### config.mk
export PLATFORM = sky130hd
export DESIGN_NAME = bcd_stopwatch_core_flat
export DESIGN_NICKNAME = d
export VERILOG_FILES = /design/src/rtl/bcd_stopwatch_core_pkg.sv /design/src/rtl/bcd_stopwatch_core_if.sv /design/src/rtl/bcd_stopwatch_core_digit_cell.sv /design/src/rtl/bcd_stopwatch_core.sv /design/src/flat_wrapper.sv
export SDC_FILE = /design/constraint.sdc
export NUM_CORES = 1
export LEC_CHECK = 0
export BUFFER_PORTS_ARGS = -buffer_cell sky130_fd_sc_hd__buf_4
export CELL_PAD_IN_SITES_DETAIL_PLACEMENT = 0
export CELL_PAD_IN_SITES_GLOBAL_PLACEMENT = 1
export CORE_ASPECT_RATIO = 0.7
export CORE_MARGIN = 10
export CORE_UTILIZATION = 48
export CTS_CLUSTER_SIZE = 14
export DETAILED_ROUTE_END_ITERATION = 12
export MAX_ROUTING_LAYER = met4
export PLACE_DENSITY_LB_ADDON = 0.1
export SYNTH_ARGS = -nofsm -noshare
export SYNTH_HDL_FRONTEND = slang
export SYNTH_SLANG_ARGS = --single-unit
### constraint.sdc
create_clock -name CLOCK_50 -period 5.8 [get_ports CLOCK_50]
set_input_delay 0.87 -clock CLOCK_50 [delete_from_list [all_inputs] [get_ports CLOCK_50]]
set_output_delay 0.87 -clock CLOCK_50 [all_outputs]
set_load 0.02 [all_outputs]
### src/rtl/bcd_stopwatch_core_pkg.sv
// Shared BCD definitions for the stopwatch core: digit type, digit constants
// and elaboration-time helpers used to size and compare multi-digit values.
package bcd_pkg;

  typedef logic [3:0] bcd_digit_t;

  localparam bcd_digit_t BCD_ZERO   = 4'h0;
  localparam bcd_digit_t BCD_NINE   = 4'h9;
  localparam int         MAX_DIGITS = 8;
  localparam int         PAD_W      = 4 * MAX_DIGITS;

  function automatic int clog2(input int value);
    int r;
    int p;
    r = 1;
    for (int i = 1; i < 31; i++) begin
      p = 32'sd1 <<< i;
      if (p < value) begin
        r = i + 1;
      end else begin
        r = r;
      end
    end
    return r;
  endfunction

  // True when the low n digits of value all equal d.
  function automatic logic bcd_all_eq(input logic [PAD_W-1:0] value, input int n, input bcd_digit_t d);
    logic eq;
    eq = 1'b1;
    for (int k = 0; k < MAX_DIGITS; k++) begin
      if (k < n) begin
        eq = eq & (value[4*k +: 4] == d);
      end else begin
        eq = eq;
      end
    end
    return eq;
  endfunction

endpackage

### src/rtl/bcd_stopwatch_core_if.sv
// Control and status bundle between the stopwatch core and its board-level user.
interface bcd_stopwatch_core_if #(
  parameter int NUM_DIGITS = 4
);

  logic                    clear;
  logic                    start_stop;
  logic                    lap;
  logic                    down;
  logic [4*NUM_DIGITS-1:0] count_bcd;
  logic [4*NUM_DIGITS-1:0] disp_bcd;
  logic                    running;
  logic                    lap_active;
  logic                    tick;
  logic                    overflow;

  modport master (
    output clear, start_stop, lap, down,
    input  count_bcd, disp_bcd, running, lap_active, tick, overflow
  );

  modport slave (
    input  clear, start_stop, lap, down,
    output count_bcd, disp_bcd, running, lap_active, tick, overflow
  );

endinterface

### src/rtl/bcd_stopwatch_core_digit_cell.sv
// One BCD digit of the stopwatch ripple chain: +/-1 when cin is set, with carry/borrow out.
module bcd_digit_cell
  import bcd_pkg::*;
(
  input  bcd_digit_t digit,
  input  logic       cin,
  input  logic       down,
  output bcd_digit_t digit_next,
  output logic       cout
);

  // Step the digit; codes above 9 recover to 0 (up, with carry) or 8 (down).
  always_comb begin
    digit_next = digit;
    cout       = 1'b0;
    if (!cin) begin
      digit_next = digit;
      cout       = 1'b0;
    end else if (!down) begin
      if (digit >= BCD_NINE) begin
        digit_next = BCD_ZERO;
        cout       = 1'b1;
      end else begin
        digit_next = digit + 4'd1;
        cout       = 1'b0;
      end
    end else begin
      if (digit == BCD_ZERO) begin
        digit_next = BCD_NINE;
        cout       = 1'b1;
      end else if (digit > BCD_NINE) begin
        digit_next = 4'h8;
        cout       = 1'b0;
      end else begin
        digit_next = digit - 4'd1;
        cout       = 1'b0;
      end
    end
  end

endmodule

### src/rtl/bcd_stopwatch_core.sv
// N-digit BCD stopwatch: prescaled tick, run/pause, up/down, wrap or saturate,
// and a lap register that freezes the displayed value.
module bcd_stopwatch_core
  import bcd_pkg::*;
#(
  parameter int NUM_DIGITS = 4,
  parameter int TICK_DIV   = 500000,
  parameter bit WRAP       = 1'b1
) (
  input logic                 CLOCK_50,
  input logic                 resetn,
  bcd_stopwatch_core_if.slave sw
);

  localparam int            PW         = clog2(TICK_DIV);
  localparam int            CW         = 4 * NUM_DIGITS;
  localparam logic [PW-1:0] PRESC_LAST = PW'(TICK_DIV - 1);
  localparam logic [PW-1:0] PRESC_ONE  = PW'(32'd1);

  logic [PW-1:0]       presc_r, presc_nxt_s;
  logic [CW-1:0]       count_r, count_nxt_s, lap_r, lap_nxt_s, stepped_s;
  logic                running_r, running_nxt_s;
  logic                lap_active_r, lap_active_nxt_s;
  logic                tick_r, tick_nxt_s;
  logic                overflow_r, overflow_nxt_s;
  logic [NUM_DIGITS:0] carry_s;
  logic                term_cyc_s, at_term_s, lands_s, step_en_s, sat_stop_s;
  bcd_digit_t          term_digit_s;

  assign term_cyc_s   = running_r && (presc_r == PRESC_LAST);
  assign term_digit_s = sw.down ? BCD_ZERO : BCD_NINE;
  assign at_term_s    = bcd_all_eq(PAD_W'(count_r), NUM_DIGITS, term_digit_s);
  assign lands_s      = bcd_all_eq(PAD_W'(stepped_s), NUM_DIGITS, term_digit_s);
  // A saturated counter sitting on its terminal value must not move again.
  assign step_en_s    = term_cyc_s && !sw.clear && (WRAP || !at_term_s);

  assign carry_s[0] = step_en_s;
  for (genvar k = 0; k < NUM_DIGITS; k++) begin : g_digit
    bcd_digit_cell u_cell (
      .digit      (count_r[4*k +: 4]),
      .cin        (carry_s[k]),
      .down       (sw.down),
      .digit_next (stepped_s[4*k +: 4]),
      .cout       (carry_s[k+1])
    );
  end

  // Next-state logic: clear dominates, then prescaler/step, lap toggle, run control.
  always_comb begin
    presc_nxt_s      = presc_r;
    count_nxt_s      = count_r;
    lap_nxt_s        = lap_r;
    lap_active_nxt_s = lap_active_r;
    running_nxt_s    = running_r;
    tick_nxt_s       = 1'b0;
    overflow_nxt_s   = 1'b0;
    sat_stop_s       = 1'b0;
    if (sw.clear) begin
      presc_nxt_s      = {PW{1'b0}};
      count_nxt_s      = {CW{1'b0}};
      lap_nxt_s        = {CW{1'b0}};
      lap_active_nxt_s = 1'b0;
    end else begin
      if (term_cyc_s) begin
        presc_nxt_s = {PW{1'b0}};
        if (!WRAP && at_term_s) begin
          overflow_nxt_s = 1'b1;
          sat_stop_s     = 1'b1;
        end else begin
          count_nxt_s    = stepped_s;
          tick_nxt_s     = 1'b1;
          overflow_nxt_s = WRAP ? carry_s[NUM_DIGITS] : lands_s;
          sat_stop_s     = !WRAP && lands_s;
        end
      end else if (running_r) begin
        presc_nxt_s = presc_r + PRESC_ONE;
      end else begin
        presc_nxt_s = presc_r;
      end

      // Lap captures the pre-step count so a coincident tick is not shown early.
      if (sw.lap) begin
        lap_active_nxt_s = !lap_active_r;
        lap_nxt_s        = lap_active_r ? lap_r : count_r;
      end else begin
        lap_active_nxt_s = lap_active_r;
        lap_nxt_s        = lap_r;
      end

      if (sat_stop_s) begin
        running_nxt_s = 1'b0;
      end else if (sw.start_stop) begin
        running_nxt_s = !running_r;
      end else begin
        running_nxt_s = running_r;
      end
    end
  end

  // State and output registers.
  always_ff @(posedge CLOCK_50 or negedge resetn) begin
    if (!resetn) begin
      presc_r      <= {PW{1'b0}};
      count_r      <= {CW{1'b0}};
      lap_r        <= {CW{1'b0}};
      lap_active_r <= 1'b0;
      running_r    <= 1'b0;
      tick_r       <= 1'b0;
      overflow_r   <= 1'b0;
    end else begin
      presc_r      <= presc_nxt_s;
      count_r      <= count_nxt_s;
      lap_r        <= lap_nxt_s;
      lap_active_r <= lap_active_nxt_s;
      running_r    <= running_nxt_s;
      tick_r       <= tick_nxt_s;
      overflow_r   <= overflow_nxt_s;
    end
  end

  assign sw.count_bcd  = count_r;
  assign sw.disp_bcd   = lap_active_r ? lap_r : count_r;
  assign sw.running    = running_r;
  assign sw.lap_active = lap_active_r;
  assign sw.tick       = tick_r;
  assign sw.overflow   = overflow_r;

endmodule

### src/flat_wrapper.sv
// flat-port wrapper written by rule: the top's interface ports become plain ports
module bcd_stopwatch_core_flat import bcd_pkg::*;
#(
  parameter int NUM_DIGITS = 4,
  parameter int TICK_DIV   = 500000,
  parameter bit WRAP       = 1'b1
)
  (CLOCK_50, resetn, sw_clear, sw_start_stop, sw_lap, sw_down, sw_count_bcd, sw_disp_bcd, sw_running, sw_lap_active, sw_tick, sw_overflow);
  bcd_stopwatch_core_if #(.NUM_DIGITS(NUM_DIGITS)) sw_i ();
  input logic CLOCK_50;
  input logic resetn;
  input wire logic [$bits(sw_i.clear)-1:0] sw_clear;
  input wire logic [$bits(sw_i.start_stop)-1:0] sw_start_stop;
  input wire logic [$bits(sw_i.lap)-1:0] sw_lap;
  input wire logic [$bits(sw_i.down)-1:0] sw_down;
  output wire logic [$bits(sw_i.count_bcd)-1:0] sw_count_bcd;
  output wire logic [$bits(sw_i.disp_bcd)-1:0] sw_disp_bcd;
  output wire logic [$bits(sw_i.running)-1:0] sw_running;
  output wire logic [$bits(sw_i.lap_active)-1:0] sw_lap_active;
  output wire logic [$bits(sw_i.tick)-1:0] sw_tick;
  output wire logic [$bits(sw_i.overflow)-1:0] sw_overflow;
  assign sw_i.clear = sw_clear;
  assign sw_i.start_stop = sw_start_stop;
  assign sw_i.lap = sw_lap;
  assign sw_i.down = sw_down;
  assign sw_count_bcd = sw_i.count_bcd;
  assign sw_disp_bcd = sw_i.disp_bcd;
  assign sw_running = sw_i.running;
  assign sw_lap_active = sw_i.lap_active;
  assign sw_tick = sw_i.tick;
  assign sw_overflow = sw_i.overflow;
  bcd_stopwatch_core #(.NUM_DIGITS(NUM_DIGITS), .TICK_DIV(TICK_DIV), .WRAP(WRAP)) u_core (.CLOCK_50(CLOCK_50), .resetn(resetn), .sw(sw_i));
endmodule
==> out/metrics.yaml <==
synthesis:
  synth_seq_cells: 55
  synth_top_area_share_pct: 38.4
  synth-main-ff-cell: "dfrtp_1"
  yosysSeqAreaShare_pct: 38.4
  syn-num-nets: 423
  syn_area_um2: 3590
  async_flop_share_pct: 100
  avgSynthCellArea_um2: 8.96
  syn-instance-count: 400
  synth_edf_count: 0
  synthTopCellsByArea: "dfrtp_1, ha_1, mux2i_1, nor2_1, o21ai_0"
  ys.warnings.count: 0
  synthDistinctLibCells: 57
  yosys.area.top_type: "dfrtp_1"
clock_tree:
  tritoncts.num_buffers: 5
  cts.htree.levels: 2
  cts_resized: 0
  clk_pin_slew_worst_paths_ns: 0.09
  post_cts_buffers: 0
  clkLatencyLatePin_ns: 0.31
  cts_tree: "done"
  cts-root-buf: "clkbuf_8"
  hold_buffers: 0
  cts_sinks: 55
  cts_buffer_depth: 2
route:
  routed_wl_mm: 8.77
  wire_per_inst_um: 16.7
  ant_nets: 0
  drc: 0
  firstDrtPassIters: 4
  drt_iter0_markers: 261
  vias: 3050
  vias_per_cell: 5.80
pwr:
  irDropWorstVdd_v: 0.000136
  power.static_leakage_nw: 1.81
  fin_total_pwr_mw: 0.704
  pwr-share-seq_pct: 60.3
  powerDensity_nw_per_um2: 175
  power.internal_mw: 0.507
  combPwrFrac_pct: 10.1
  p_switching_mw: 0.197
  clockPowerShare_pct: 29.6
  p_sw_share_pct: 28.0
setup_path:
  rr_endpoint: "u_core.sw.count_bcd[14]"
  rrSetupSlack_ns: 3.14
  worst_path_max_delay_cell: "dfrtp_1"
  r2r_cells: 7
  arrival_ns: 1.83
  cpPeakStageDelay_ns: 0.93
  cp.required_ns: 4.93
  cp-end-kind: "primary output"
  cp_max_fo: 29
  timing.rr.start: "u_core.sw.count_bcd[0]"
  crit_path_start_kind: "flip-flop"
  path_cells: "mux2_2, buf_4"
  crit_type: "flip-flop to primary output"
die:
  start_util_pct: 49.2
  die_w_um: 123
  die_h_um: 92.3
  ios: 42
  design.die.area_um2: 11400
  core_um2: 7290
  rows: 26
placement:
  dpl_worst_slack_ns: 3.07
  io_buffer_count: 41
  dp_hpwl_mm: 6.22
  place_inst: 518
  place_congestion: 0.874
timing:
  post-route-period-util_pct: 46.5
  setup_viol: 0
  fmax_ghz: 0.370
  fin_worst_skew_ns: 0.00788
  finalCriticalPeriod_ns: 2.70
  finalSetupTns_ns: 0
  finalHoldViolCount: 0
  rsz0062_at_grt: "no"
  slew_violations: 0
  worstMarginPinSlew_ns: 0.903
  slew_headroom_pct: 39.2
  setup_ws_ns: 3.10
cells_and_area:
  antenna_cells: 0
  regArea_um2: 1380
  layoutNonFillerInstCount: 526
  area_delta_synth_final_pct: 12.0
  fillCellCount: 675
  drive_above_1_share_pct: 14.7
  utilization_pct: 55.1
  multi_input_area_um2: 2060
  fin_nets: 450
global_routing:
  grt_pass1_vias: 2799
  gr-total-overflow: 0
  grt_pass1_wl_mm: 14.8
  grtUsageTotal_pct: 16.1
  grt_max_degree: 56
  grt_antenna_before_repair: 0
run_status:
  status: "finished, final reports clean"
hold_path:
  holdPathStages: 2
  hold_start: "u_core.lap_r[8]"
  hp-class: "flip-flop to flip-flop"
  whs_endpoint: "u_core.lap_r[8]"
run:
  cap_violations: 0
==> worst max path at each step <==
stage / startpoint / to / slack [ns] / depth (start not counted)
after floorplan: sw_down / u_core.sw.count_bcd[14] / 3.38 / 6
after global placement: sw_down / u_core.sw.count_bcd[14] / 3.13 / 6
after detailed placement: sw_down / u_core.sw.count_bcd[14] / 3.07 / 6
after CTS: u_core.sw.lap_active / sw_disp_bcd[2] / 3.09 / 2
after global routing: u_core.sw.count_bcd[0] / u_core.sw.count_bcd[14] / 2.86 / 7
final: u_core.sw.lap_active / sw_disp_bcd[2] / 3.10 / 2
==> cells in the final DEF, fill, tap and decap left out, types with 3 or more instances in the layout <==
master,Yosys,routed
nand3_1,7,7
inv_1,17,17
and3_1,6,6
xnor2_1,7,7
o211ai_1,5,5
buf_4,0,41
nor2_1,54,54
and4_1,3,3
nor3b_1,4,4
nor3_1,10,10
dfrtp_1,55,55
nand2b_1,8,8
nor4bb_1,3,3
or3b_2,4,4
nor2b_1,3,3
xor2_1,14,14
a21oi_1,16,16
nand4b_1,3,3
clkbuf_8,0,5
a31oi_1,4,4
nor4_1,7,7
ha_1,17,17
nand2_1,30,30
o22ai_1,3,3
mux2i_1,21,21
and2_1,3,3
a221oi_1,3,3
a211oi_1,5,5
o211a_1,3,3
nand4_1,8,8
mux2_2,5,5
o21ai_0,25,25
==> Yosys cell counts (8+ instances only) <==
| cell | number |
|---|---|
| a21oi_1 | 16 |
| clkbuf_1 | 17 |
| xor2_1 | 14 |
| nor3_1 | 10 |
| nor2_1 | 54 |
| mux2i_1 | 21 |
| nand4_1 | 8 |
| ha_1 | 17 |
| o21ai_0 | 25 |
| nand2_1 | 30 |
| nand2b_1 | 8 |
| inv_1 | 17 |
| dfrtp_1 | 55 |
==> critical path: cells and delay by family (launching register included) <==
family / cells / cell delay [ns]
buffers and inverters: 1 / 0.16
flip-flops: 1 / 0.93
multiplexers: 1 / 0.43
==> cell families (layout without fill, tap and decap cells) <==
group                      after synthesis  count (layout)  synth area share (%)
DFF                                     55              55                  38.4
and+or+nand+nor                        161             161                  23.6
xor gates and xnor gates                21              21                  5.13
buffers and inverters                   39              67                  4.12
muxes                                   27              27                  7.75
adders and majority gates               17              17                  5.93
AOI/OAI and AO/OA                       80              80                  15.1
==> layout make-up <==
| type | count | area share (%) |
|---|---|---|
| multi-input combinational | 306 | 51.3 |
| clock buffer | 7 | 1.90 |
| sequential | 55 | 34.3 |
| inverter | 18 | 1.68 |
| timing repair buffer | 41 | 7.66 |
| tap | 98 | 3.05 |
| clock inverter | 1 | 0.125 |
==> routing by layer <==
layer  up-vias  share of wire (%)  global-route usage, %
li1       1480                  -                      -
met5         -                  0                      -
met1      1467                 52                   24.9
met4         0               0.68                   2.71
met2        96                 41                   21.1
met3         7                6.2                   3.03
==> registers in the layout, summed over array words and instances, names as in the netlist <==
| signal | cells |
|---|---|
| u_core.lap_r | 16 |
| u_core.presc_r | 19 |
| u_core.sw.count_bcd | 16 |
| u_core.sw.lap_active | 1 |
| u_core.sw.overflow | 1 |
| u_core.sw.running | 1 |
| u_core.sw.tick | 1 |
==> stage by stage <==
stage          instance area (um2)  hold slack [ns]
3_3_place_gp                  3940            0.495
4_1_cts                       4020            0.536
6_report                      4020            0.528
2_1_floorplan                 3590            0.480
3_5_place_dp                  3940            0.510
5_1_grt                       4020            0.552
==> power groups by stage <==
stage / clock network (mW) / logic (mW) / registers (mW)
2_1_floorplan: 0 / 0.0556 / 0.417
3_3_place_gp: 0 / 0.0713 / 0.432
3_5_place_dp: 0 / 0.0715 / 0.432
4_1_cts: 0.214 / 0.0720 / 0.424
5_1_grt: 0.227 / 0.0807 / 0.429
6_report: 0.209 / 0.0708 / 0.425
No activity file was read; power rests on OpenSTA's default activity.
